`src/rtl/sprite_pkg.sv`:
```
// sprite_pkg: shared sprite geometry, loader opcodes and loader FSM states.
package sprite_pkg;
  localparam int SPRITE_NUM = 8;
  localparam int SPRITE_SIZE = 4096;
  localparam int SPRITE_ADDR_SIZE = 11;
  localparam logic [7:0] OP_NOP = 8'h00;
  localparam logic [7:0] OP_LOAD = 8'h01;
  typedef enum logic [1:0] {IDLE, SELECT, DATA, DRAIN} loader_state_t;
endpackage

```
`src/rtl/sprite_loader_if.sv`:
```
// sprite_loader_if: SPI byte stream in, sprite buffer writes and status out.
interface sprite_loader_if #(
  parameter int SPRITE_NUM = sprite_pkg::SPRITE_NUM,
  parameter int SPRITE_ADDR_SIZE = sprite_pkg::SPRITE_ADDR_SIZE
);
  logic rx_valid;
  logic [7:0] rx_data;
  logic frame_end;
  logic [$clog2(SPRITE_NUM)-1:0] w_select;
  logic w_en;
  logic [SPRITE_ADDR_SIZE:0] w_addr;
  logic [7:0] w_data;
  logic busy;
  logic done;
  logic err;
  modport master (
    input rx_valid, rx_data, frame_end,
    output w_select, w_en, w_addr, w_data, busy, done, err
  );
  modport slave (
    output rx_valid, rx_data, frame_end,
    input w_select, w_en, w_addr, w_data, busy, done, err
  );
endinterface

```
`src/rtl/sprite_loader.sv`:
```
// sprite_loader: parses LOAD_SPRITE commands and issues one registered byte write per data byte.
module sprite_loader #(
  parameter int SPRITE_NUM = sprite_pkg::SPRITE_NUM,
  parameter int SPRITE_SIZE = sprite_pkg::SPRITE_SIZE,
  parameter int SPRITE_ADDR_SIZE = sprite_pkg::SPRITE_ADDR_SIZE
) (
  input logic clock,
  input logic reset_n,
  sprite_loader_if.master bus
);
  import sprite_pkg::*;
  localparam int SW = $clog2(SPRITE_NUM);
  localparam int AW = SPRITE_ADDR_SIZE + 1;
  loader_state_t state, byte_state, nxt_state;
  logic [AW-1:0] cnt;
  logic sel_ok, wr, last, bad, aborted;
  always_comb begin
    sel_ok = state == SELECT && bus.rx_valid && 32'(bus.rx_data) < SPRITE_NUM;
    wr = state == DATA && bus.rx_valid;
    last = wr && cnt == AW'(SPRITE_SIZE - 2);
    bad = bus.rx_valid && ((state == IDLE && bus.rx_data != OP_NOP && bus.rx_data != OP_LOAD) ||
                           (state == SELECT && !sel_ok));
    byte_state = !bus.rx_valid ? state :
                 bad ? DRAIN :
                 (state == IDLE && bus.rx_data == OP_LOAD) ? SELECT :
                 sel_ok ? DATA :
                 last ? IDLE : state;
    // frame_end acts on the state left behind by a coincident byte
    aborted = bus.frame_end && (byte_state == SELECT || byte_state == DATA);
    nxt_state = bus.frame_end ? IDLE : byte_state;
  end
  always_ff @(posedge clock or negedge reset_n) begin
    if (!reset_n) begin
      state <= IDLE;
      cnt <= '0;
      bus.w_select <= '0;
      bus.w_en <= 1'b0;
      bus.w_addr <= '0;
      bus.w_data <= '0;
      bus.busy <= 1'b0;
      bus.done <= 1'b0;
      bus.err <= 1'b0;
    end else begin
      state <= nxt_state;
      bus.w_en <= wr;
      bus.done <= last;
      bus.err <= bad || aborted;
      bus.busy <= nxt_state != IDLE;
      if (sel_ok) begin
        bus.w_select <= SW'(bus.rx_data);
        cnt <= '0;
      end
      if (wr) begin
        bus.w_addr <= cnt;
        bus.w_data <= bus.rx_data;
        cnt <= cnt + AW'(2);
      end
    end
  end
endmodule
```
`src/flat_wrapper.sv`:
```
// flat-port wrapper written by rule: the top's interface ports become plain ports
module sprite_loader_flat import sprite_pkg::*;
#(
  parameter int SPRITE_NUM = sprite_pkg::SPRITE_NUM,
  parameter int SPRITE_SIZE = sprite_pkg::SPRITE_SIZE,
  parameter int SPRITE_ADDR_SIZE = sprite_pkg::SPRITE_ADDR_SIZE
)
  (clock, reset_n, bus_rx_valid, bus_rx_data, bus_frame_end, bus_w_select, bus_w_en, bus_w_addr, bus_w_data, bus_busy, bus_done, bus_err);
  sprite_loader_if #(.SPRITE_NUM(SPRITE_NUM), .SPRITE_ADDR_SIZE(SPRITE_ADDR_SIZE)) bus_i ();
  input logic clock;
  input logic reset_n;
  input wire logic [$bits(bus_i.rx_valid)-1:0] bus_rx_valid;
  input wire logic [$bits(bus_i.rx_data)-1:0] bus_rx_data;
  input wire logic [$bits(bus_i.frame_end)-1:0] bus_frame_end;
  output wire logic [$bits(bus_i.w_select)-1:0] bus_w_select;
  output wire logic [$bits(bus_i.w_en)-1:0] bus_w_en;
  output wire logic [$bits(bus_i.w_addr)-1:0] bus_w_addr;
  output wire logic [$bits(bus_i.w_data)-1:0] bus_w_data;
  output wire logic [$bits(bus_i.busy)-1:0] bus_busy;
  output wire logic [$bits(bus_i.done)-1:0] bus_done;
  output wire logic [$bits(bus_i.err)-1:0] bus_err;
  assign bus_i.rx_valid = bus_rx_valid;
  assign bus_i.rx_data = bus_rx_data;
  assign bus_i.frame_end = bus_frame_end;
  assign bus_w_select = bus_i.w_select;
  assign bus_w_en = bus_i.w_en;
  assign bus_w_addr = bus_i.w_addr;
  assign bus_w_data = bus_i.w_data;
  assign bus_busy = bus_i.busy;
  assign bus_done = bus_i.done;
  assign bus_err = bus_i.err;
  sprite_loader #(.SPRITE_NUM(SPRITE_NUM), .SPRITE_SIZE(SPRITE_SIZE), .SPRITE_ADDR_SIZE(SPRITE_ADDR_SIZE)) u_core (.clock(clock), .reset_n(reset_n), .bus(bus_i));
endmodule
```
`config.mk`:
```
export PLATFORM = sky130hd
export DESIGN_NAME = sprite_loader_flat
export DESIGN_NICKNAME = d
export VERILOG_FILES = /design/src/rtl/sprite_pkg.sv /design/src/rtl/sprite_loader_if.sv /design/src/rtl/sprite_loader.sv /design/src/flat_wrapper.sv
export SDC_FILE = /design/constraint.sdc
export NUM_CORES = 1
export LEC_CHECK = 0
export BUFFER_PORTS_ARGS = -buffer_cell sky130_fd_sc_hd__buf_2
export CAP_MARGIN = 10
export CORE_MARGIN = 5
export CORE_UTILIZATION = 40
export DETAILED_ROUTE_END_ITERATION = 10
export GPL_TIMING_DRIVEN = 0
export SYNTH_ARGS = -nofsm -noshare
export SYNTH_HDL_FRONTEND = slang
export SYNTH_SLANG_ARGS = --single-unit
```
`constraint.sdc`:
```
create_clock -name clock -period 1.5 [get_ports clock]
set_input_delay 0.225 -clock clock [delete_from_list [all_inputs] [get_ports clock]]
set_output_delay 0.225 -clock clock [all_outputs]
set_load 0.02 [all_outputs]
```
==> summary.md, run 1 <==
| Metric | Value |
|---|---|
| Critical path type | `register to register` |
| Worst Hold Class | `primary input to async pin` |
| Dpl hpwl | `between 2000 and 3000 um` |
| Final setup viols | `0` |
| Total global-route track usage | `0.136` |
| Initial antenna violation count | `0` |
| Layout overhead on the synthesized area | `20.6%` |
| Dpl cells | `around 280` |
| Clock latency on the worst-skew pair | `a little under 0.3 ns` |
| Final period util | `0.946` |
| Chip width | `between 70 and 80 um` |
| Post-Layout Cell Count | `between 200 and 300` |
| # IOs | `39` |
| Initial Util | `0.412` |
| Post-Route WL | `about 4000 um` |
| Crit path DAT | `~1.6 ns` |
| # DRC | `0` |
| Die Ht | `~77 um` |
| Status | `complete, no violations` |
| TritonCTS buffer count | `5` |
| Yosys warning count | `0` |
| TritonCTS clock tree | `done` |
| Core area | `approximately 4400 um^2` |
| Critical Path RT | `between 1.5 and 2 ns` |
| Minimum clock period | `between 1 and 1.5 ns` |
| CTS clk-pin slew, worst paths | `approximately 0.070 ns` |
| Cells after Synth | `187` |
| Max-slew violation count | `0` |
| VDD IR max | `~440 uV` |
| F_max | `~0.7 GHz` |
| R2r setup slk | `0.08 ns` |
| Syn nets | `200` |
| Final ANT Viol Nets | `0` |
| Most used DFF post-synth | `dfrtp_1` |
| H-tree depth | `2` |
| Vias in the first global route | `approximately 1400` |
| R2r worst-path depth | `6` |
| Ant diodes | `0` |
| 1st-pass router iterations | `5` |
| Hold_buf cts | `0` |
| Die area | `between 5000 and 6000 um^2` |
| Worst hold margin | `around 0.045 ns` |
| Sequential area share after synthesis | `0.544` |
| Filler cells | `between 400 and 500` |
| Netlist cell types | `37` |
| RR Startpoint | `u_core.state[1]` |
| Setup WS post-layout | `0.0803 ns` |
| Crit. End Element | `register` |
| Final Util | `0.497` |
| Grt ovf | `0` |
| Core Rows | `24` |
| Number of vias in the routed layout | `1494` |
| Dpl ws | `-0.0242 ns` |
| Layout cells sized above 1 | `0.280` |
| Global-route wire length before repair | `6610 um` |
| Total power | `between 2 and 3 mW` |
| RePlAce Congestion | `~0.77` |
| Post-synth ARST share | `1.00` |
| Power Density | `between 1000 and 1500 nW/um^2` |
| Area share of the largest cell type after synthesis | `0.544` |
| Post-synth EDFFs | `0` |
| Skew final | `between 0.004 and 0.005 ns` |
| Root Driver | `clkbuf_8` |
| Worst relative slew slack | `0.433` |
| FF+latch count, synth | `39` |
| Yosys top cell by area | `dfrtp_1` |
| Max Fanout on Critical Path | `10` |
| RR Endpoint | `u_core.cnt[3]` |
| Critical path launch point type | `register` |
| Sink Count | `39` |
| Final Hold Vio Count | `0` |
| DR vias/cell | `about 5.2` |
| Wire per inst | `roughly 14 um` |
| Leak Pwr | `1.14 nW` |
| Port Buffer Count | `37` |
| Initial DRC Count | `76` |
| Max-cap violations | `0` |
| Largest net degree at the start of global routing | `40` |
| Slew @ Worst Pin | `0.851 ns` |
| Nets@finish | `248` |
| Synth Cell Area | `around 1800 um^2` |
| Max clock buf depth | `2` |
| Syn Area/Cell | `around 9.6 um^2` |
| Top post-synthesis cells by area | `dfrtp_1 54%, nand2_1 14%, nand3_1 2.8%` |
[metrics by stage]
stage | setup TNS [ns] | area [um^2]
2_1_floorplan | 0 | 1790
3_3_place_gp | -0.0229 | 2040
3_5_place_dp | -0.0621 | 2040
4_1_cts | 0 | 2140
5_1_grt | -0.00355 | 2160
6_report | 0 | 2160
[placed cells by master (no fill, tap or decap), types with 2 or more instances in the layout]
master    netlist  routed
a21oi_1         9       9
buf_4           1       6
buf_2           4      40
and4_1          3       2
nor2_1          4       4
clkinv_2        0       2
nand3b_1        3       3
nand3_1        10      10
clkbuf_8        0       5
o31ai_1         2       2
mux2i_1         2       2
and2_1          3       3
dfrtp_1        39      38
o211ai_1        4       4
o21ai_0         7       6
clkbuf_1        3       4
mux2_2          3       3
nand4_1         5       5
nand2_1        65      65
[sequential cells by signal (all words and copies together) (netlist names)]
name	cells
u_core.bus.err	1
u_core.bus.w_en	1
u_core.bus.busy	1
u_core.state	2
u_core.bus.w_select	3
u_core.bus.w_addr	11
u_core.cnt	11
u_core.bus.w_data	8
u_core.bus.done	1
[worst max-delay path, cell delays in order (launching register included)]
cell and delay, ns:
dfrtp_1 0.43, nor2b_1 0.12, buf_4 0.18, nand4_4 0.15
buf_6 0.19, a21oi_1 0.14, mux2i_1 0.08
[cells by family (layout without fill, tap and decap cells)]
| kind of cell | after synthesis | after routing | synth area share |
|---|---|---|---|
| flops | 39 | 39 | 0.544 |
| mux | 5 | 5 | 0.0300 |
| other cells | 1 | 1 | 0.00209 |
| buf+inv | 11 | 60 | 0.0321 |
| compound gates | 26 | 26 | 0.0998 |
| fa+ha+maj | 1 | 1 | 0.00698 |
| simple gates | 104 | 104 | 0.285 |
[per-layer routing]
layer,vias up,GRT usage,share of wire
met4,0,0.0367,0.010
met1,711,0.188,0.48
li1,743,-,-
met2,34,0.209,0.46
met3,6,0.0386,0.051
met5,-,0,0
[area by class of cell]
cell class	count	area, um^2	share of cell area
timing repair buffer	41	215	0.0995
clock buffer	7	76.3	0.0353
buffer	9	53.8	0.0249
multi-input combinational	137	761	0.352
tap	52	65.1	0.0301
sequential	39	977	0.452
inverter	2	8.76	0.00405
clock inverter	1	5.00	0.00231
[Yosys cell counts, types with 2 or more instances]
library cell and number:
nand2_1 65, dfrtp_1 39, nand3_1 10, a21oi_1 9, o21ai_0 7, nand4_1 5
buf_2 4, nor2_1 4, o211ai_1 4, and2_1 3, and4_1 3, clkbuf_1 3
mux2_2 3, nand3b_1 3, mux2i_1 2, o31ai_1 2
[power by group]
part	internal, mW	switching (mW)	leakage (nW)
combinational	0.218	0.369	0.580
clock	0.326	0.350	0.0422
sequential	1.20	0.113	0.518
total	1.75	0.832	1.14
[timing repair]
| action | CTS | global route |
|---|---|---|
| pin swaps | 1 | 0 |
| endpoints found under the setup margin | 3 | 7 |
| setup buffers | 2 | 2 |
| gates resized for setup | 1 | 7 |
[how the worst max path moves through the flow]
stage / start / endpoint / slack [ns] / cells past startpoint
CTS: u_core.state[0] / u_core.bus.err / 0.02 / 4
floorplan: u_core.state[1] / u_core.cnt[3] / 0.19 / 6
finish: u_core.state[1] / u_core.cnt[3] / 0.08 / 6
global placement: bus_rx_data[7] / u_core.bus.err / -0.01 / 5
global route: u_core.cnt[1] / u_core.cnt[7] / -0.004 / 5
detailed placement: bus_rx_data[7] / u_core.bus.err / -0.02 / 5
No activity file was read; power rests on OpenSTA's default activity.
==> inputs of run 2 (changes only) <==
CELL_PAD_IN_SITES_DETAIL_PLACEMENT = 0   (was unset)
CELL_PAD_IN_SITES_GLOBAL_PLACEMENT = 1   (was unset)
PLACE_DENSITY_LB_ADDON = 0.1   (was unset)
==> run 2 against run 1 <==
  * Sequential power is essentially flat
  * Via count grew 2.6%
  * Die area is the same
  * Maximum frequency shrank 3.8%
  * Cell count grew 1.0%
  * Sequential share of layout area shrank 1.7 points
  * Largest power group unchanged
==> summary.md, run 2 (synthesis results as in run 1) <==
| Metric | Value |
|---|---|
| Status | `complete, no violations` |
| Sink Count | `39` |
| # DRC | `0` |
| Setup WS post-layout | `0.0235 ns` |
| Commonest non-fill, non-tap cell in the layout | `nand2_1` |
| Initial Util | `0.412` |
| Max-slew violation count | `0` |
| Power Density | `approximately 1300 nW/um^2` |
| Skew final | `slightly above 0.006 ns` |
| Crit. End Element | `register` |
| Worst relative slew slack | `0.425` |
| Grt ovf | `0` |
| Dpl hpwl | `~2900 um` |
| Chip width | `77.0 um` |
| Final period util | `0.984` |
| Root Driver | `clkbuf_8` |
| Worst Hold Class | `primary input to async pin` |
| Biggest registers after layout | `u_core.bus.w_addr (11), u_core.cnt (11), u_core.bus.w_data (8)` |
| Post-Route WL | `a little over 4000 um` |
| CTS clk-pin slew, worst paths | `0.08 ns` |
| 1st-pass router iterations | `4` |
| Final Util | `0.516` |
| Net Sw Frac | `0.293` |
| H-tree depth | `2` |
| Slew @ Worst Pin | `0.863 ns` |
| Final ANT Viol Nets | `0` |
| Share of power burned in registers | `0.447` |
| TritonCTS buffer count | `5` |
| TritonCTS clock tree | `done` |
| Largest net degree at the start of global routing | `40` |
| Post-Layout Cell Count | `between 200 and 300` |
| Ant diodes | `0` |
| Max Fanout on Critical Path | `6` |
| Die Ht | `77.0 um` |
| Clock share of power | `0.354` |
| Storage element area | `~1000 um^2` |
| Critical Path RT | `1.67 ns` |
| Port Buffer Count | `37` |
| Clock latency on the worst-skew pair | `roughly 0.29 ns` |
| F_max | `about 0.68 GHz` |
| Die area | `a little under 6000 um^2` |
| Number of vias in the routed layout | `about 1500` |
| Critical path type | `register to register` |
| RSZ-0062 raised after global routing | `yes` |
| DR vias/cell | `5.27` |
| Layout overhead on the synthesized area | `25.2%` |
| Final Hold Vio Count | `0` |
| Dpl ws | `-0.0201 ns` |
| Filler cells | `roughly 420` |
| Total global-route track usage | `0.147` |
| Worst hold margin | `0.0418 ns` |
| RR Endpoint | `u_core.cnt[10]` |
| Layout cells sized above 1 | `0.301` |
| Crit path DAT | `roughly 1.7 ns` |
| Core area | `approximately 4400 um^2` |
| Max-cap violations | `0` |
| RR Startpoint | `u_core.state[0]` |
| Dpl cells | `276` |
| Leak Pwr | `roughly 1.2 nW` |
| Hold_buf cts | `0` |
| Vias in the first global route | `1431` |
| Wire per inst | `about 14 um` |
| R2r worst-path depth | `5` |
| Initial DRC Count | `58` |
| Gate power share | `0.199` |
| Core Rows | `24` |
| Initial antenna violation count | `0` |
| Final setup viols | `0` |
| Most frequent cells in the layout | `65 x nand2_1, 40 x buf_2, 38 x dfrtp_1` |
| Minimum clock period | `1.48 ns` |
| # IOs | `39` |
| Max clock buf depth | `2` |
| Area occupied by multi-input gates | `roughly 760 um^2` |
| Total power | `slightly below 3 mW` |
| P_sw | `around 860 uW` |
| Global-route wire length before repair | `7030 um` |
| VDD IR max | `roughly 600 uV` |
| Internal power | `2.09 mW` |
| Critical path launch point type | `register` |
| Nets@finish | `251` |
| RePlAce Congestion | `0.758` |
| R2r setup slk | `around 0.024 ns` |
==> run 2: cell types whose count changed in the layout (fill, tap and decap cells not counted) <==
| cell | before | now |
|---|---|---|
| bufinv_16 | 0 | 2 |
| clkinv_2 | 2 | 0 |
| clkbuf_1 | 4 | 0 |
| clkinvlp_4 | 0 | 1 |
| buf_1 | 0 | 1 |
| buf_4 | 6 | 10 |
| inv_4 | 0 | 1 |
==> run 2: area by class of cell <==
type | instances | share of cell area
timing repair buffer | 44 | 0.106
sequential | 39 | 0.435
tap | 52 | 0.0290
multi-input combinational | 137 | 0.339
buffer | 9 | 0.0256
clock inverter | 3 | 0.0301
inverter | 2 | 0.00446
clock buffer | 5 | 0.0307
==> run 2: how the worst max path moves through the flow <==
stage | startpoint | endpoint | slack, ns | depth (start not counted)
finish | u_core.state[0] | u_core.cnt[10] | 0.02 | 5
global route | u_core.state[0] | u_core.cnt[10] | -0.11 | 5
global placement | u_core.state[0] | u_core.bus.w_data[0] | -0.04 | 5
floorplan | u_core.state[1] | u_core.cnt[3] | 0.19 | 6
CTS | u_core.state[0] | u_core.cnt[3] | 0.001 | 5
detailed placement | bus_rx_data[7] | u_core.cnt[9] | -0.02 | 6
==> run 2: worst max-delay path: stages, from the launching register on <==
cell and delay (ns):
dfrtp_1 0.40, nand3b_1 0.27, inv_4 0.13, nand4_1 0.22, o211ai_1 0.24, o31ai_1 0.09
==> run 2: stage by stage <==
stage,instance area (um^2),TNS (ns)
floorplan,1790,0
global placement,2040,-0.0418
detailed placement,2040,-0.0454
CTS,2180,0
global route,2240,-0.585
finish,2240,0
==> run 2: power groups by stage <==
stage                     Sequential [mW]  Combinational [mW]  Clock, mW
final                                1.32               0.586       1.05
after CTS                            1.32               0.573       1.07
after global routing                 1.35               0.657       1.11
after floorplan                      1.46               0.220          0
after detailed placement             1.34               0.567          0
after global placement               1.33               0.560          0
==> run 2: metal layers <==
layer / track usage / part of all wire / vias up
li1: - / - / 739
met1: 0.203 / 0.46 / 753
met2: 0.222 / 0.47 / 36
met3: 0.0410 / 0.055 / 5
met4: 0.0472 / 0.012 / 0
met5: 0 / 0 / -
==> run 2: what timing repair did <==
item | in CTS | in global routing
pin swaps | 1 | 3
gates resized for setup | 2 | 10
setup endpoints to repair | 3 | 15
setup buffers | 0 | 7
